**config.mk**
```make
export PLATFORM = sky130hd
export DESIGN_NAME = sdram_req_arbiter
export DESIGN_NICKNAME = d
export VERILOG_FILES = /design/src/rtl/mcr3_mem_pkg.sv /design/src/rtl/sdram_req_arbiter_rr_pick3.sv /design/src/rtl/sdram_req_arbiter.sv
export SDC_FILE = /design/constraint.sdc
export NUM_CORES = 1
export LEC_CHECK = 0
export ABC_AREA = 1
export CORE_AREA = 5 5 130 255
export CTS_CLUSTER_SIZE = 24
export DETAILED_ROUTE_END_ITERATION = 12
export DIE_AREA = 0 0 135 260
export PLACE_DENSITY = 0.63
export SYNTH_ARGS = -nofsm -noshare
export SYNTH_HDL_FRONTEND = slang
export SYNTH_SLANG_ARGS = --single-unit
```
**constraint.sdc**
```tcl
create_clock -name clk_sys -period 4 [get_ports clk_sys]
set_input_delay 0.6 -clock clk_sys [delete_from_list [all_inputs] [get_ports clk_sys]]
set_output_delay 0.6 -clock clk_sys [all_outputs]
set_load 0.005 [all_outputs]
```
**src/rtl/mcr3_mem_pkg.sv**
```systemverilog
// Shared types and default ROM bases for the MCR3 SDRAM request path.
package mcr3_mem_pkg;

  typedef enum logic [1:0] {CL_CPU1, CL_CPU2, CL_SP, CL_DL} client_t;

  typedef enum logic [1:0] {IDLE, WAIT, SP_HI} state_t;

  localparam logic [22:0] CPU2_BASE_DEF = 23'h007000;
  localparam logic [22:0] SP_BASE_DEF   = 23'h009000;

  // Byte enables {hi, lo} for a byte write at the given byte-address LSB.
  function automatic logic [1:0] byte_ds(input logic a0);
    return {a0, ~a0};
  endfunction

endpackage

```
**src/rtl/sdram_req_arbiter_rr_pick3.sv**
```systemverilog
// Combinational round-robin selector over the three read clients.
module rr_pick3
  import mcr3_mem_pkg::*;
(
  input  logic [2:0] pend,
  input  client_t    last,
  output logic       gnt_vld,
  output client_t    gnt
);

  // Search starts at the client after the last grant and wraps around.
  always_comb begin
    gnt_vld = |pend;
    gnt     = CL_CPU1;
    case (last)
      CL_CPU1: begin
        if (pend[1])      gnt = CL_CPU2;
        else if (pend[2]) gnt = CL_SP;
        else              gnt = CL_CPU1;
      end
      CL_CPU2: begin
        if (pend[2])      gnt = CL_SP;
        else if (pend[0]) gnt = CL_CPU1;
        else              gnt = CL_CPU2;
      end
      default: begin
        if (pend[0])      gnt = CL_CPU1;
        else if (pend[1]) gnt = CL_CPU2;
        else              gnt = CL_SP;
      end
    endcase
  end

endmodule

```
**src/rtl/sdram_req_arbiter.sv**
```systemverilog
// Shares the toggle-handshake SDRAM port between ROM download writes and
// three cached read clients (main CPU, sound CPU, 32-bit sprite fetch).
module sdram_req_arbiter
  import mcr3_mem_pkg::*;
#(
  parameter int            AW        = 23,
  parameter logic [AW-1:0] CPU2_BASE = AW'(CPU2_BASE_DEF),
  parameter logic [AW-1:0] SP_BASE   = AW'(SP_BASE_DEF)
) (
  input  logic          clk_sys,
  input  logic          reset,
  input  logic          dl_wr,
  input  logic [24:0]   dl_addr,
  input  logic [7:0]    dl_data,
  input  logic [15:0]   cpu1_addr,
  output logic [15:0]   cpu1_q,
  input  logic [15:0]   cpu2_addr,
  output logic [15:0]   cpu2_q,
  input  logic [14:0]   sp_addr,
  output logic [31:0]   sp_q,
  output logic          mem_req,
  input  logic          mem_ack,
  output logic          mem_we,
  output logic [AW-1:0] mem_a,
  output logic [1:0]    mem_ds,
  output logic [15:0]   mem_d,
  input  logic [15:0]   mem_q,
  output logic          dl_overflow
);

  state_t      state, state_nxt;
  client_t     cur, rr_last, gnt;
  logic        gnt_vld;
  logic        sp_h;

  logic        dl_wr_d, dl_rise;
  logic        wb_full, wb_a0, wb_load, wb_clr, wb_drop;
  logic [22:0] wb_a;
  logic [7:0]  wb_data;

  logic [15:0] lat1, lat2, sp_lo;
  logic [14:0] latsp;
  logic        v1, v2, vsp;
  logic        p1, p2, psp;

  logic        grant_wr, grant_rd, hi_go, done;

  logic        unused_dl;
  assign unused_dl = dl_addr[24];

  assign p1  = !v1  || (cpu1_addr != lat1);
  assign p2  = !v2  || (cpu2_addr != lat2);
  assign psp = !vsp || (sp_addr   != latsp);

  rr_pick3 u_rr (
    .pend    ({psp, p2, p1}),
    .last    (rr_last),
    .gnt_vld (gnt_vld),
    .gnt     (gnt)
  );

  // A buffer clear in the same cycle as a new edge frees the slot first.
  assign dl_rise = dl_wr && !dl_wr_d;
  assign wb_clr  = done && (cur == CL_DL);
  assign wb_load = dl_rise && (!wb_full || wb_clr);
  assign wb_drop = dl_rise && wb_full && !wb_clr;

  always_comb begin
    state_nxt = state;
    grant_wr  = 1'b0;
    grant_rd  = 1'b0;
    hi_go     = 1'b0;
    done      = 1'b0;
    case (state)
      IDLE: begin
        if (wb_full) begin
          grant_wr  = 1'b1;
          state_nxt = WAIT;
        end else if (gnt_vld) begin
          grant_rd  = 1'b1;
          state_nxt = WAIT;
        end
      end
      WAIT: begin
        if (mem_ack == mem_req) begin
          done      = 1'b1;
          state_nxt = (cur == CL_SP && !sp_h) ? SP_HI : IDLE;
        end
      end
      SP_HI: begin
        hi_go     = 1'b1;
        state_nxt = WAIT;
      end
      default: state_nxt = IDLE;
    endcase
  end

  always_ff @(posedge clk_sys) begin
    if (reset) state <= IDLE;
    else       state <= state_nxt;
  end

  // Issue stage: registered request fields, cache registers and flags.
  always_ff @(posedge clk_sys) begin
    if (reset) begin
      mem_req     <= mem_ack;
      mem_we      <= 1'b0;
      mem_a       <= '0;
      mem_ds      <= '0;
      mem_d       <= '0;
      cpu1_q      <= '0;
      cpu2_q      <= '0;
      sp_q        <= '0;
      v1          <= 1'b0;
      v2          <= 1'b0;
      vsp         <= 1'b0;
      wb_full     <= 1'b0;
      dl_overflow <= 1'b0;
      rr_last     <= CL_SP;
      cur         <= CL_CPU1;
      sp_h        <= 1'b0;
    end else begin
      if (grant_wr) begin
        mem_req <= ~mem_req;
        cur     <= CL_DL;
        mem_we  <= 1'b1;
        mem_a   <= AW'(wb_a);
        mem_ds  <= byte_ds(wb_a0);
        mem_d   <= {wb_data, wb_data};
      end else if (grant_rd) begin
        mem_req <= ~mem_req;
        cur     <= gnt;
        rr_last <= gnt;
        mem_we  <= 1'b0;
        mem_ds  <= 2'b11;
        sp_h    <= 1'b0;
        case (gnt)
          CL_CPU1: mem_a <= AW'(cpu1_addr);
          CL_CPU2: mem_a <= CPU2_BASE + AW'(cpu2_addr);
          default: mem_a <= SP_BASE + AW'({sp_addr, 1'b0});
        endcase
      end else if (hi_go) begin
        mem_req <= ~mem_req;
        sp_h    <= 1'b1;
        mem_a   <= SP_BASE + AW'({latsp, 1'b1});
      end

      if (done) begin
        case (cur)
          CL_CPU1: begin
            cpu1_q <= mem_q;
            v1     <= 1'b1;
          end
          CL_CPU2: begin
            cpu2_q <= mem_q;
            v2     <= 1'b1;
          end
          CL_SP: begin
            if (sp_h) begin
              sp_q <= {mem_q, sp_lo};
              vsp  <= 1'b1;
            end
          end
          default: begin
            // Downloaded bytes may overwrite cached ROM words.
            v1  <= 1'b0;
            v2  <= 1'b0;
            vsp <= 1'b0;
          end
        endcase
      end

      if (wb_load)     wb_full <= 1'b1;
      else if (wb_clr) wb_full <= 1'b0;
      if (wb_drop)     dl_overflow <= 1'b1;
    end
  end

  // Capture stage: data-only registers, meaningful only under their flags.
  always_ff @(posedge clk_sys) begin
    dl_wr_d <= dl_wr;
    if (wb_load) begin
      wb_a    <= dl_addr[23:1];
      wb_a0   <= dl_addr[0];
      wb_data <= dl_data;
    end
    if (grant_rd) begin
      case (gnt)
        CL_CPU1: lat1  <= cpu1_addr;
        CL_CPU2: lat2  <= cpu2_addr;
        default: latsp <= sp_addr;
      endcase
    end
    if (done && cur == CL_SP && !sp_h) sp_lo <= mem_q;
  end

endmodule

```
==> results.toml <==
[synthesis]
synth_top_area_frac = 0.315
syn_area_sq_um = 9140
yosysWarnings = 0
ys_seq_area_frac = 0.558
synth_seq_cells = 207
synth_area_leaders = "edfxtp_1 (32%), dfxtp_1 (24%), nand2_1 (11%), inv_1 (6.1%), nor2_1 (5.2%)"
synth_top_area_cell = "edfxtp_1"
avgSynthCellArea_sq_um = 8.30
syn_nets = 1208
syn_inst = 1101
synth_cell_types = 37

[clock_network]
h-tree-depth = 1
cts_setup_buffers = 0
cts_tree = "done"
clk_pin_slew_worst_paths_ps = 70
cts_resized = 0
cts_made_buffers = 21
cts_hold_buffers = 0
cts.path.max_buffers = 3
cts.sink_count = 207
insertion_delay_ps = 520
clockRootBuffer = "clkbuf_16"

[die]
die_x_um = 135
start_util = 0.296
die_area_sq_um = 35100
row_count = 91
die_h_um = 260
io-pin-count = 208
core_area_sq_um = 30900

[setup_path]
arrival_ps = 3230
cp.required_ps = 4360
end_kind = "register"
worstSetupStartpointType = "input port"
path_class = "in -> reg"
path_max_fanout = 64

[grt]
grt_pass1_wl_um = 42900
grt.overflow.total = 0
grt_max_degree = 65
grt_pass1_vias = 7632
grtUsageTotal = 0.157
antenna_found_initial = 2

[place]
dp_cells = 1691
gp_congestion = 0.908
post-dp-hpwl_um = 21800
portBuffers = 206

[sta]
worstMarginPinSlew_ps = 1050
holdWs_ps = 441
min_period_over_period = 0.718
slew_violations = 0
max_freq_mhz = 348
hold_viol = 0
fin_worst_skew_ps = 32.7
setup_tns_ps = 0
timing.slew.headroom = 0.300
rsz0062_at_grt = "no"
finalSetupViolCount = 0
period_minus_slack_ps = 2870

[routing]
ant_nets = 0
firstDrtPassIters = 5
num_vias = 7700
wl_per_cell_um = 16.5
viasPerCell = 4.45
drt-total-wl_um = 28600
drc_errors = 0
dr.first_iter.drc_count = 501

[power_and_ir_drop]
cell_internal_pwr_mw = 3.71
p_sw_frac = 0.267
pwr-share-comb = 0.142
p_clk_frac = 0.385
p_sw_mw = 1.35
seqPwrFrac = 0.473
cellPowerDensity_nw_per_um2 = 412
leakage_nw = 4.93
ir_worst_vdd_v = 0.000269

[finish]
fin_cells = 1731
layout_commonest_cell = "nand2_1"
layout_common_cells = "nand2_1 (260), clkdlybuf4s50_1 (206), inv_1 (147), nor2_1 (125), dfxtp_1 (111)"
area_growth_pct = 34.2
drive_above_1_share = 0.0557
fin_nets = 1403

[hold_path]
worstHoldPathType = "reg -> reg"

[outcome]
status = "finished, final reports clean"

[job]
cap_violations = 0
-- cells in the mapped netlist --
| master | number |
|---|---|
| buf_6 | 3 |
| xor2_1 | 7 |
| nor2b_1 | 2 |
| or2_2 | 1 |
| inv_1 | 148 |
| nor3_1 | 5 |
| o22ai_1 | 1 |
| nor2_2 | 2 |
| nand2_2 | 3 |
| edfxtp_1 | 96 |
| inv_2 | 8 |
| o21ai_1 | 7 |
| nand3b_1 | 2 |
| buf_4 | 10 |
| o21ai_0 | 84 |
| clkbuf_1 | 28 |
| nand4_1 | 5 |
| buf_2 | 4 |
| or3_1 | 1 |
| nand2_1 | 260 |
| nand3_4 | 1 |
| nand2_4 | 5 |
| ha_1 | 7 |
| or2_1 | 1 |
| o21ai_2 | 1 |
| nand3_1 | 60 |
| nor2_1 | 126 |
| nand2b_1 | 1 |
| o21bai_1 | 2 |
| a21oi_1 | 88 |
| xnor2_1 | 9 |
| dfxtp_1 | 111 |
| a31oi_1 | 2 |
| o211ai_1 | 3 |
| nand3_2 | 3 |
| nor3b_1 | 2 |
| o211a_1 | 2 |
-- power groups by stage --
stage          Combinational [mW]  Clock [mW]  Sequential, mW
3_5_place_dp                0.726           0            2.44
4_1_cts                     0.730        2.01            2.40
6_report                    0.720        1.95            2.39
5_1_grt                     0.797        2.09            2.41
3_3_place_gp                0.719           0            2.44
2_1_floorplan               0.353           0            2.43
-- critical path, stage by stage --
cell	delay [ps]
clkdlybuf4s50_1	490
xnor2_1	150
nand2_1	170
inv_1	80
buf_4	250
nand3_2	840
o21ai_0	550
a21oi_1	70
-- state kept, by name, summed over array words and instances (netlist names), 15 cells and up --
name / count
cpu1_q: 16
sp_lo: 16
latsp: 15
sp_q: 32
lat1: 16
cpu2_q: 16
lat2: 16
mem_a: 23
wb_a: 23
-- kinds of logic after synthesis --
kind of cell    share of synthesized area
simple gates                        0.220
buf+inv                            0.0897
flops                               0.558
compound gates                      0.107
fa+ha+maj                         0.00958
xor+xnor                           0.0153
-- cell type report --
class	instances	area, sq um
clock buffer	24	537
sequential	207	5100
fill	3158	18600
inverter	156	586
timing repair buffer	217	2140
tap	418	523
antenna	2	5.00
multi-input combinational	693	3230
clock inverter	14	138
-- routing by layer --
layer | part of all wire | GRT usage
met4 | 0.045 | 0.0785
met1 | 0.37 | 0.166
met5 | 0 | 0
met3 | 0.050 | 0.0248
met2 | 0.54 | 0.297
-- through the flow --
| stage | setup slack (ps) | power [mW] | area (sq um) | utilization |
|---|---|---|---|---|
| floorplan | 1010 | 2.78 | 9140 | - |
| global placement | 619 | 3.16 | 11600 | 0.376 |
| detailed placement | 592 | 3.17 | 11600 | 0.376 |
| CTS | 1130 | 5.14 | 12300 | 0.398 |
| global route | 849 | 5.29 | 12300 | 0.398 |
| finish | 1130 | 5.06 | 12300 | 0.398 |
-- final timing paths --
kind / startpoint / cells after the start / slack [ps] / endpoint
worst max-delay path: mem_ack / 8 / 1130 / sp_q[4]$_SDFFE_PP0P_
worst min-delay path: sp_q[20]$_SDFFE_PP0P_ / 2 / 440 / sp_q[20]$_SDFFE_PP0P_
worst max register to register: mem_req$_DFFE_PP_ / 7 / 1210 / sp_q[4]$_SDFFE_PP0P_
worst min register to register: sp_q[20]$_SDFFE_PP0P_ / 2 / 440 / sp_q[20]$_SDFFE_PP0P_
Note: power is estimated with default switching activity, not from simulation.
